**config.mk**
```make
export PLATFORM = sky130hd
export DESIGN_NAME = if_stage
export DESIGN_NICKNAME = d
export VERILOG_FILES = /design/src/rtl/riscv_defines.sv /design/src/rtl/if_stage.sv
export SDC_FILE = /design/constraint.sdc
export NUM_CORES = 1
export LEC_CHECK = 0
export CAP_MARGIN = 30
export CORE_AREA = 2 2 120 145
export CTS_BUF_LIST = sky130_fd_sc_hd__clkbuf_4 sky130_fd_sc_hd__clkbuf_8
export DETAILED_ROUTE_END_ITERATION = 7
export DIE_AREA = 0 0 122 147
export PLACE_DENSITY = 0.77
export SYNTH_ARGS = -nofsm -noshare
export SYNTH_HDL_FRONTEND = slang
export SYNTH_SLANG_ARGS = --single-unit
```
**constraint.sdc**
```tcl
create_clock -name clk -period 2.3 [get_ports clk]
set_clock_uncertainty 0.15 [all_clocks]
set_input_delay 0.46 -clock clk [delete_from_list [all_inputs] [get_ports clk]]
set_output_delay 0.46 -clock clk [all_outputs]
set_load 0.05 [all_outputs]
```
**src/rtl/riscv_defines.sv**
```systemverilog
// Shared definitions for the fetch stage: bubble encoding and fetch FSM states.
package riscv_defines;

    // addi x0, x0, 0 -- canonical RISC-V NOP used as the pipeline bubble
    localparam logic [31:0] RV_NOP_INSTR = 32'h0000_0013;

    typedef enum logic [1:0] {
        IF_IDLE,
        IF_REQ,
        IF_WAIT,
        IF_HOLD
    } if_state_e;

endpackage

```
**src/rtl/if_stage.sv**
```systemverilog
// Instruction fetch stage: single-outstanding request/grant/rvalid memory
// interface, PC sequencing, branch redirect and a one-entry hold register
// that keeps the fetched word stable while the decode stage is stalled.
module if_stage
    import riscv_defines::*;
#(
    parameter int                    WORD_WIDTH = 32,
    parameter logic [WORD_WIDTH-1:0] NOP_INSTR  = WORD_WIDTH'(RV_NOP_INSTR)
) (
    input  logic                  clk,
    input  logic                  rst_n,
    input  logic                  fetch_en_i,
    input  logic [WORD_WIDTH-1:0] pc_start_addr_i,
    input  logic                  stall_i,
    input  logic                  branch_taken_i,
    input  logic [WORD_WIDTH-1:0] branch_target_i,
    output logic                  instr_req_o,
    output logic [WORD_WIDTH-1:0] instr_addr_o,
    input  logic                  instr_gnt_i,
    input  logic                  instr_rvalid_i,
    input  logic [WORD_WIDTH-1:0] instr_rdata_i,
    output logic [WORD_WIDTH-1:0] program_count_o,
    output logic [WORD_WIDTH-1:0] pc_plus4_o,
    output logic [WORD_WIDTH-1:0] instruction_o,
    output logic                  no_op_flag_o
);

    localparam logic [WORD_WIDTH-1:0] PC_STEP = WORD_WIDTH'(4);

    if_state_e             state_q, state_d;
    logic [WORD_WIDTH-1:0] pc_q, pc_d;
    logic [WORD_WIDTH-1:0] hold_q, hold_d;
    logic                  redir_pend_q, redir_pend_d;
    logic [WORD_WIDTH-1:0] redir_tgt_q, redir_tgt_d;
    logic                  started_q, started_d;

    logic [WORD_WIDTH-1:0] start_aligned;
    logic [WORD_WIDTH-1:0] target_aligned;

    assign start_aligned   = {pc_start_addr_i[WORD_WIDTH-1:2], 2'b00};
    assign target_aligned  = {branch_target_i[WORD_WIDTH-1:2], 2'b00};
    assign program_count_o = pc_q;
    assign pc_plus4_o      = pc_q + PC_STEP;

    // State, PC, hold and pending-redirect registers
    always_ff @(posedge clk or negedge rst_n) begin
        if (!rst_n) begin
            state_q      <= IF_IDLE;
            pc_q         <= '0;
            hold_q       <= NOP_INSTR;
            redir_pend_q <= 1'b0;
            redir_tgt_q  <= '0;
            started_q    <= 1'b0;
        end else begin
            state_q      <= state_d;
            pc_q         <= pc_d;
            hold_q       <= hold_d;
            redir_pend_q <= redir_pend_d;
            redir_tgt_q  <= redir_tgt_d;
            started_q    <= started_d;
        end
    end

    // Next-state, PC update and output selection
    always_comb begin
        state_d       = state_q;
        pc_d          = pc_q;
        hold_d        = hold_q;
        redir_pend_d  = redir_pend_q;
        redir_tgt_d   = redir_tgt_q;
        started_d     = started_q;
        instr_req_o   = 1'b0;
        instr_addr_o  = '0;
        instruction_o = NOP_INSTR;
        no_op_flag_o  = 1'b1;

        unique case (state_q)
            IF_IDLE: begin
                // Boot PC tracks the input only until the first fetch starts
                if (!started_q) begin
                    pc_d = start_aligned;
                end
                if (branch_taken_i) begin
                    pc_d      = target_aligned;
                    hold_d    = NOP_INSTR;
                    started_d = 1'b1;
                    state_d   = IF_REQ;
                end else if (fetch_en_i) begin
                    started_d = 1'b1;
                    state_d   = IF_REQ;
                end
            end

            IF_REQ: begin
                // Address must stay stable until granted, so a redirect is
                // parked and applied once this request's response returns
                instr_req_o  = 1'b1;
                instr_addr_o = pc_q;
                if (branch_taken_i) begin
                    redir_pend_d = 1'b1;
                    redir_tgt_d  = target_aligned;
                end
                if (instr_gnt_i) begin
                    state_d = IF_WAIT;
                end
            end

            IF_WAIT: begin
                if (branch_taken_i) begin
                    pc_d         = target_aligned;
                    redir_pend_d = 1'b0;
                    hold_d       = NOP_INSTR;
                    state_d      = IF_REQ;
                end else if (instr_rvalid_i) begin
                    if (redir_pend_q) begin
                        pc_d         = redir_tgt_q;
                        redir_pend_d = 1'b0;
                        state_d      = IF_REQ;
                    end else begin
                        instruction_o = instr_rdata_i;
                        no_op_flag_o  = 1'b0;
                        if (stall_i) begin
                            hold_d  = instr_rdata_i;
                            state_d = IF_HOLD;
                        end else begin
                            pc_d    = pc_q + PC_STEP;
                            state_d = fetch_en_i ? IF_REQ : IF_IDLE;
                        end
                    end
                end
            end

            IF_HOLD: begin
                if (branch_taken_i) begin
                    pc_d    = target_aligned;
                    hold_d  = NOP_INSTR;
                    state_d = IF_REQ;
                end else begin
                    instruction_o = hold_q;
                    no_op_flag_o  = 1'b0;
                    if (!stall_i) begin
                        pc_d    = pc_q + PC_STEP;
                        hold_d  = NOP_INSTR;
                        state_d = fetch_en_i ? IF_REQ : IF_IDLE;
                    end
                end
            end

            default: state_d = IF_IDLE;
        endcase
    end

endmodule

```
==> results of run 1 <==
## metrics by stage
stage	instances	hold slack (ns)	setup WS, ns	area [um^2]
floorplan	762	0.0144	-0.326	7690
global placement	1255	0.300	-0.267	11300
detailed placement	1255	0.301	-0.253	11300
CTS	1322	0.315	-0.403	12600
global route	1328	0.341	-0.448	12900
finish	1328	0.313	-0.401	12900
## worst max-delay path, cell delays in order (launching register included)
cell and delay, ns:
dfrtp_2 0.45, nand4_4 0.12, nor4_4 0.36, buf_4 0.20, nand4_1 0.11, buf_6 0.16
xnor2_4 0.15, buf_12 0.16
## metal layers
metal	up-vias	global-route usage
met5	-	0
met4	0	0.168
met3	179	0.0637
met2	629	0.576
met1	4001	0.396
li1	3504	-
## state kept, by name, summed over array words and instances, names as in the netlist
signal and flops:
started_q 1, redir_tgt_q 30, state_q 2, hold_q 32
redir_pend_q 1, program_count_o 30
## worst max path at each step
stage / slack, ns / depth (start not counted) / to / start
after floorplan: -0.33 / 5 / pc_plus4_o[31] / program_count_o[12]$_DFFE_PN0P_
after global placement: -0.27 / 8 / program_count_o[29]$_DFFE_PN0P_ / stall_i
after detailed placement: -0.25 / 8 / program_count_o[29]$_DFFE_PN0P_ / stall_i
after CTS: -0.40 / 6 / pc_plus4_o[24] / program_count_o[2]$_DFFE_PN0P_
after global routing: -0.45 / 9 / pc_plus4_o[16] / program_count_o[2]$_DFFE_PN0P_
final: -0.40 / 7 / pc_plus4_o[31] / program_count_o[11]$_DFFE_PN0P_
## where the power goes
part           internal, W  leakage, nW  switching [W]  total, W
registers          0.00234         1.15       0.000665   0.00301
logic              0.00622         4.32        0.00819    0.0144
clock network     0.000450       0.0951       0.000652   0.00110
total              0.00901         5.57        0.00950    0.0185
## cell usage in the layout, fill, tap and decap left out, types with 6 or more instances in the layout
master / Yosys / routed
nand2b_1: 11 / 7
clkbuf_8: 0 / 11
o21ai_0: 52 / 49
dfrtp_1: 93 / 63
nor2b_1: 6 / 6
inv_1: 12 / 11
buf_12: 0 / 74
or3_1: 16 / 16
a211oi_1: 10 / 10
a31oi_1: 17 / 17
nor2_1: 43 / 28
a22o_1: 58 / 29
buf_4: 7 / 176
nor3_4: 0 / 7
mux2_2: 31 / 31
buf_8: 0 / 28
nor2_4: 0 / 10
and3_1: 14 / 11
buf_6: 0 / 29
a22o_4: 0 / 29
nand4_1: 17 / 17
nand3_4: 0 / 6
and2_4: 0 / 23
xor2_4: 0 / 8
conb_1: 1 / 6
nor3_1: 18 / 9
clkdlybuf4s50_1: 0 / 96
o221ai_1: 7 / 7
nand3_1: 29 / 20
xnor2_4: 0 / 15
dfrtp_2: 0 / 25
nand2_1: 44 / 35
xor2_1: 18 / 9
a21oi_1: 32 / 32
## cells by family after synthesis
| group | after synthesis |
|---|---|
| muxes | 31 |
| DFF | 96 |
| adders and majority gates | 1 |
| and+or+nand+nor | 263 |
| buffers and inverters | 95 |
| xor gates and xnor gates | 40 |
| other | 1 |
| AOI/OAI and AO/OA | 230 |
## repair_timing
action,in CTS,in global routing
cloned,7,1
gates resized for setup,138,65
hold buffers,1,0
setup endpoints to repair,87,111
pin swaps,67,39
buffers inserted,44,13
hold endpoints to repair,38,0
## final cells by class
class / instances / area [um^2] / share of cell area
Clock buffer: 11 / 151 / 0.0118
Clock inverter: 5 / 31.3 / 0.00243
Inverter: 13 / 53.8 / 0.00418
Multi-Input combinational cell: 571 / 5170 / 0.402
Sequential cell: 96 / 2460 / 0.191
Tap cell: 216 / 270 / 0.0210
Timing Repair Buffer: 416 / 4740 / 0.368
==> summary.md, run 1 <==
| Metric | Value |
|---|---|
| Outcome | finished, violations left |
| Failing checks | setup timing |
| Ys async rst share | 1.00 |
| Count leader, synth | dfrtp_1 |
| Post-synthesis cell count | 757 |
| Complex-gate fraction of the synthesized area | 0.244 |
| Post-synthesis xor/xnor area fraction | 0.0526 |
| TNS Setup | -11.00 ns |
| Routed Antenna Nets | 0 |
| Initial Util | 0.401 |
| Fmax | 0.370 GHz |
| RSZ-0062 raised after global routing | yes |
| Ranking of synthesized cells by area | dfrtp_1 (35%), a22o_1 (7.6%), mux2_2 (5.2%) |
| Maxcap violations | 0 |
| PwrDens | 1440 mW/mm^2 |
| Tmin final | 2.70 ns |
| Cell Area, Synth | 0.00666 mm^2 |
| Vias/cell | 6.26 |
| First-pass GRT wire length | 46600 um |
| Post-route setup slack | -0.401 ns |
| Yosys top cell by area | dfrtp_1 |
| Top cells by count, synth | dfrtp_1 (93), a22o_1 (58), o21ai_0 (52), nand2_1 (44), nor2_1 (43) |
| Clk_lat worst skew | 0.38 ns |
| Vias | 8313 |
| CP endpoint kind | primary output |
| Diodes inserted | 0 |
| HP Start | hold_q[1]$_DFFE_PN1P_ |
| RD Place Congestion | 0.977 |
| Ys flop type | dfrtp_1 |
| Post-synth EDFFs | 0 |
| Total Routed Length | 32300 um |
| Simple logic cell fraction of the synthesized area | 0.224 |
| CTS root buf | clkbuf_8 |
| Req. time, crit path | 1.69 ns |
| Final worst path period share | 1.17 |
| CP Launch Type | flip-flop |
| Ys Warns | 0 |
| Leakage power total | 5.57 nW |
| Detail Placement HPWL | 20300 um |
| Initial antenna violation count | 0 |
| Reg2reg end | program_count_o[25]$_DFFE_PN0P_ |
| DIE AREA | 0.0179 mm^2 |
| Final hold violation count | 0 |
| Layout cells sized above 1 | 0.508 |
| Synth cell types | 71 |
| Final Util | 0.776 |
| Critical path arrival | 2.09 ns |
| Nets | 1211 |
| CTS max path bufs | 2 |
| Fin. max-slew vios | 0 |
| Top-area cell type share of the netlist area | 0.350 |
| Seq/Total Area, Yosys | 0.361 |
| Clk pin slew, worst setup/hold paths | 0.10 ns |
| Worst min-delay path endpoint | hold_q[1]$_DFFE_PN1P_ |
| RR Startpoint | state_q[0]$_DFFE_PN0P_ |
| R2R cell count | 8 |
| Hold Path Depth | 2 |
| Die width | 122 um |
| Vias in the first global route | 8363 |
| Clk sinks | 96 |
| Layout fillers | 977 |
| Area Overhead vs Synth | 93.4% |
| Main combinational cell family by area after synthesis | compound AO/OA/AOI/OAI gates |
| Peak supply drop | 757 uV |
| Clock H-tree levels | 3 |
| Wire length on met2 | 15600 um |
| IO Pins | 233 |
| Mapped Avg Cell Area | 8.79 um^2 |
| Core ar. | 0.0166 mm^2 |
| Initial drt markers | 963 |
| Met3 routed WL | 3350 um |
| CTS tree | yes |
| Tot GR Track Use | 0.335 |
| WS Path Type | flip-flop to primary output |
| I/O Buffers | 222 |
| TritonRoute pass-1 iters | 6 |
| CTS buffer count | 9 |
| Max Used Layer | met4 |
| Mux contribution to synthesized area | 0.0524 |
| Seq cells post-synth | 96 |
| # setup viols final | 74 |
| Adder-cell area share of the yosys netlist | 0.00188 |
| Metal-1 WL | 11200 um |
| Number of remaining DRC errors | 0 |
| Tightest Pin Transition | 0.764 ns |
| Largest net degree at the start of global routing | 42 |
| Total gr overflow | 0 |
| Die Y | 147 um |
| Worst slew margin | 0.485 |
| Power, Total | 0.0185 W |
| Critical path fanouts, max | 3 |
| Routed WL per cell | 24.3 um |
| Row cnt | 52 |
| Worst hold path type | flip-flop to flip-flop |
| Setup slack, reg-to-reg | -0.36 ns |
(Power assumes the default switching activity.)
==> run 2: changes to the inputs <==
--- a/config.mk
+++ b/config.mk
@@ -8,9 +8,11 @@
 export CAP_MARGIN = 30
 export CORE_AREA = 2 2 120 145
 export CTS_BUF_LIST = sky130_fd_sc_hd__clkbuf_4 sky130_fd_sc_hd__clkbuf_8
+export CTS_CLUSTER_SIZE = 16
 export DETAILED_ROUTE_END_ITERATION = 7
 export DIE_AREA = 0 0 122 147
 export PLACE_DENSITY = 0.77
+export SETUP_SLACK_MARGIN = 0.1
 export SYNTH_ARGS = -nofsm -noshare
 export SYNTH_HDL_FRONTEND = slang
 export SYNTH_SLANG_ARGS = --single-unit
==> summary.md, run 2 (synthesis results as in run 1) <==
| Metric | Value |
|---|---|
| Multi-input logic area | 0.00531 mm^2 (was 0.00517 mm^2) |
| Vias/cell | 6.67 (was 6.26) |
| Largest register FFs | 32 (unchanged) |
| CP endpoint kind | primary output (unchanged) |
| DIE AREA | 0.0179 mm^2 (unchanged) |
| Power, Total | 0.0199 W (was 0.0185 W) |
| Crit path cell chain | buf_4 > nand3_1 > nor3_4 > buf_6 > buf_6 > xor2_4 > buf_12 (was nand4_4 > nor4_4 > buf_4 > nand4_1 > buf_6 > xnor2_4 > buf_12) |
| Leakage power total | 5.77 nW (was 5.57 nW) |
| Worst hold path type | flip-flop to flip-flop (unchanged) |
| Largest net degree at the start of global routing | 44 (was 42) |
| Layout cells sized above 1 | 0.523 (was 0.508) |
| Cell mode on critical path | buf_6 |
| Total Routed Length | 36600 um (was 32300 um) |
| Setup slack, reg-to-reg | -0.48 ns (was -0.36 ns) |
| # setup viols final | 97 (was 74) |
| Initial drt markers | 1451 (was 963) |
| RSZ-0062 raised after global routing | yes (unchanged) |
| Clock H-tree levels | 3 (unchanged) |
| Sequential cell area | 0.00246 mm^2 (unchanged) |
| Clk pin slew, worst setup/hold paths | 0.10 ns (about the same) |
| CTS tree | yes (unchanged) |
| Critical path arrival | 2.21 ns (was 2.09 ns) |
| Post-route setup slack | -0.520 ns (was -0.401 ns) |
| Detail Placement HPWL | 20000 um (was 20300 um) |
| Reg2reg end | program_count_o[18]$_DFFE_PN0P_ (was program_count_o[25]$_DFFE_PN0P_) |
| Hold Path Depth | 2 (unchanged) |
| Nets | 1225 (was 1211) |
| Dpl ws | -0.303 ns (was -0.253 ns) |
| Tmin final | 2.82 ns (was 2.70 ns) |
| Initial Util | 0.401 (unchanged) |
| Fmax | 0.355 GHz (was 0.370 GHz) |
| Dpl cell area | 0.0113 mm^2 (about the same) |
| Layout fillers | 817 (was 977) |
| Largest stage delay on the critical path | 0.46 ns (was 0.45 ns) |
| Final worst path period share | 1.23 (was 1.17) |
| Total gr overflow | 0 (unchanged) |
| TritonRoute pass-1 iters | 8 (was 6) |
| Vias | 8958 (was 8313) |
| Number of remaining DRC errors | 25 (was 0) |
| Area Overhead vs Synth | 100% (was 93.4%) |
| Worst slew margin | 0.577 (was 0.485) |
| Tot GR Track Use | 0.334 (was 0.335) |
| Routed Antenna Nets | 0 (unchanged) |
| Critical Path Slowest Stage Cell | dfrtp_2 (unchanged) |
| Clk sinks | 96 (unchanged) |
| Most flop-heavy register | hold_q (unchanged) |
| Req. time, crit path | 1.69 ns (about the same) |
| Peak supply drop | 688 uV (was 757 uV) |
| PwrDens | 1490 mW/mm^2 (was 1440 mW/mm^2) |
| CTS root buf | clkbuf_8 (unchanged) |
| Vias in the first global route | 8439 (was 8363) |
| Fin. max-slew vios | 0 (unchanged) |
| Routed WL per cell | 27.2 um (was 24.3 um) |
| Clk_lat worst skew | 0.39 ns (was 0.38 ns) |
| Final hold violation count | 0 (unchanged) |
| Critical path fanouts, max | 6 (was 3) |
| Design area | 0.0133 mm^2 (was 0.0129 mm^2) |
| Commonest non-fill, non-tap cells in the layout | buf_4 (163), clkdlybuf4s50_1 (94), buf_12 (80) (was buf_4 (176), clkdlybuf4s50_1 (96), buf_12 (74)) |
| Core ar. | 0.0166 mm^2 (unchanged) |
| IO Pins | 233 (unchanged) |
| Failing checks | DRC, setup timing (was setup timing) |
| HP Start | hold_q[1]$_DFFE_PN1P_ (unchanged) |
| Worst min-delay path endpoint | hold_q[1]$_DFFE_PN1P_ (unchanged) |
| Maxcap violations | 0 (unchanged) |
| Die width | 122 um (unchanged) |
| RR Startpoint | program_count_o[3]$_DFFE_PN0P_ (was state_q[0]$_DFFE_PN0P_) |
| CP Launch Type | flip-flop (unchanged) |
| Row cnt | 52 (unchanged) |
| RD Place Congestion | 0.981 (was 0.977) |
| Initial antenna violation count | 4 (was 0) |
| CTS buffer count | 9 (unchanged) |
| CTS max path bufs | 2 (unchanged) |
| I/O Buffers | 222 (unchanged) |
| Most common cell after layout, fill and taps aside | buf_4 (unchanged) |
| WS Path Type | flip-flop to primary output (unchanged) |
| First-pass GRT wire length | 46400 um (was 46600 um) |
| Outcome | finished, violations left (unchanged) |
| Die Y | 147 um (unchanged) |
| R2R cell count | 9 (was 8) |
| Tightest Pin Transition | 0.635 ns (was 0.764 ns) |
==> run 2: cell count changes in the layout (fill, tap and decap cells not counted), moves of 4 or more <==
cell / before / now
nor2_4: 10 / 14
o21ai_0: 49 / 44
buf_6: 29 / 45
o21ai_1: 1 / 8
buf_12: 74 / 80
buf_4: 176 / 163
buf_8: 28 / 32
==> run 2: area by class of cell <==
class	count	area share
clock buffer	11	0.0114
timing repair buffer	429	0.376
antenna	1	0.000188
tap	216	0.0203
inverter	13	0.00535
clock inverter	5	0.00404
multi-input combinational	572	0.398
sequential	96	0.184
==> run 2: worst max path at each step <==
| stage | from | endpoint |
|---|---|---|
| 2_1_floorplan | program_count_o[12]$_DFFE_PN0P_ | pc_plus4_o[31] |
| 3_3_place_gp | stall_i | program_count_o[30]$_DFFE_PN0P_ |
| 3_5_place_dp | stall_i | program_count_o[30]$_DFFE_PN0P_ |
| 4_1_cts | program_count_o[3]$_DFFE_PN0P_ | pc_plus4_o[22] |
| 5_1_grt | program_count_o[15]$_DFFE_PN0P_ | pc_plus4_o[16] |
| 6_report | program_count_o[15]$_DFFE_PN0P_ | pc_plus4_o[16] |
==> run 2: stage by stage <==
stage	utilization	setup TNS, ns	cells	hold WS, ns
finish	0.803	-16.35	1343	0.334
CTS	0.759	-8.97	1308	0.318
detailed placement	0.681	-11.60	1246	0.252
global placement	0.680	-9.48	1245	0.257
global route	0.803	-21.71	1343	0.363
floorplan	-	-3.53	762	0.0144
==> run 2: timing repair <==
| action | in CTS | in global routing |
|---|---|---|
| endpoints found under the setup margin | 101 | 116 |
| hold buffers | 1 | 0 |
| buffers inserted | 37 | 38 |
| pin swaps | 62 | 53 |
| hold endpoints to repair | 22 | 0 |
| resized for setup | 144 | 118 |
| gates cloned | 9 | 3 |
==> run 2: where the power goes <==
group	total (W)	switching, W	internal (W)
clock	0.00121	0.000644	0.000562
sequential	0.00308	0.000736	0.00235
combinational	0.0156	0.00886	0.00670
==> run 2: metal layers <==
layer / share of wire / up-vias / routed length, um / GRT usage
li1: - / 3545 / - / -
met1: 0.31 / 4205 / 11500 / 0.388
met2: 0.46 / 867 / 16700 / 0.549
met3: 0.14 / 339 / 4960 / 0.0866
met4: 0.092 / 2 / 3370 / 0.204
met5: 0.00074 / - / 27 / 0
==> run 2: worst max-delay path, delay by kind of cell (launching register included) <==
kind | cells | cell delay (ns)
flops | 1 | 0.46
buf+inv | 4 | 0.70
simple gates | 2 | 0.50
xor+xnor | 1 | 0.17
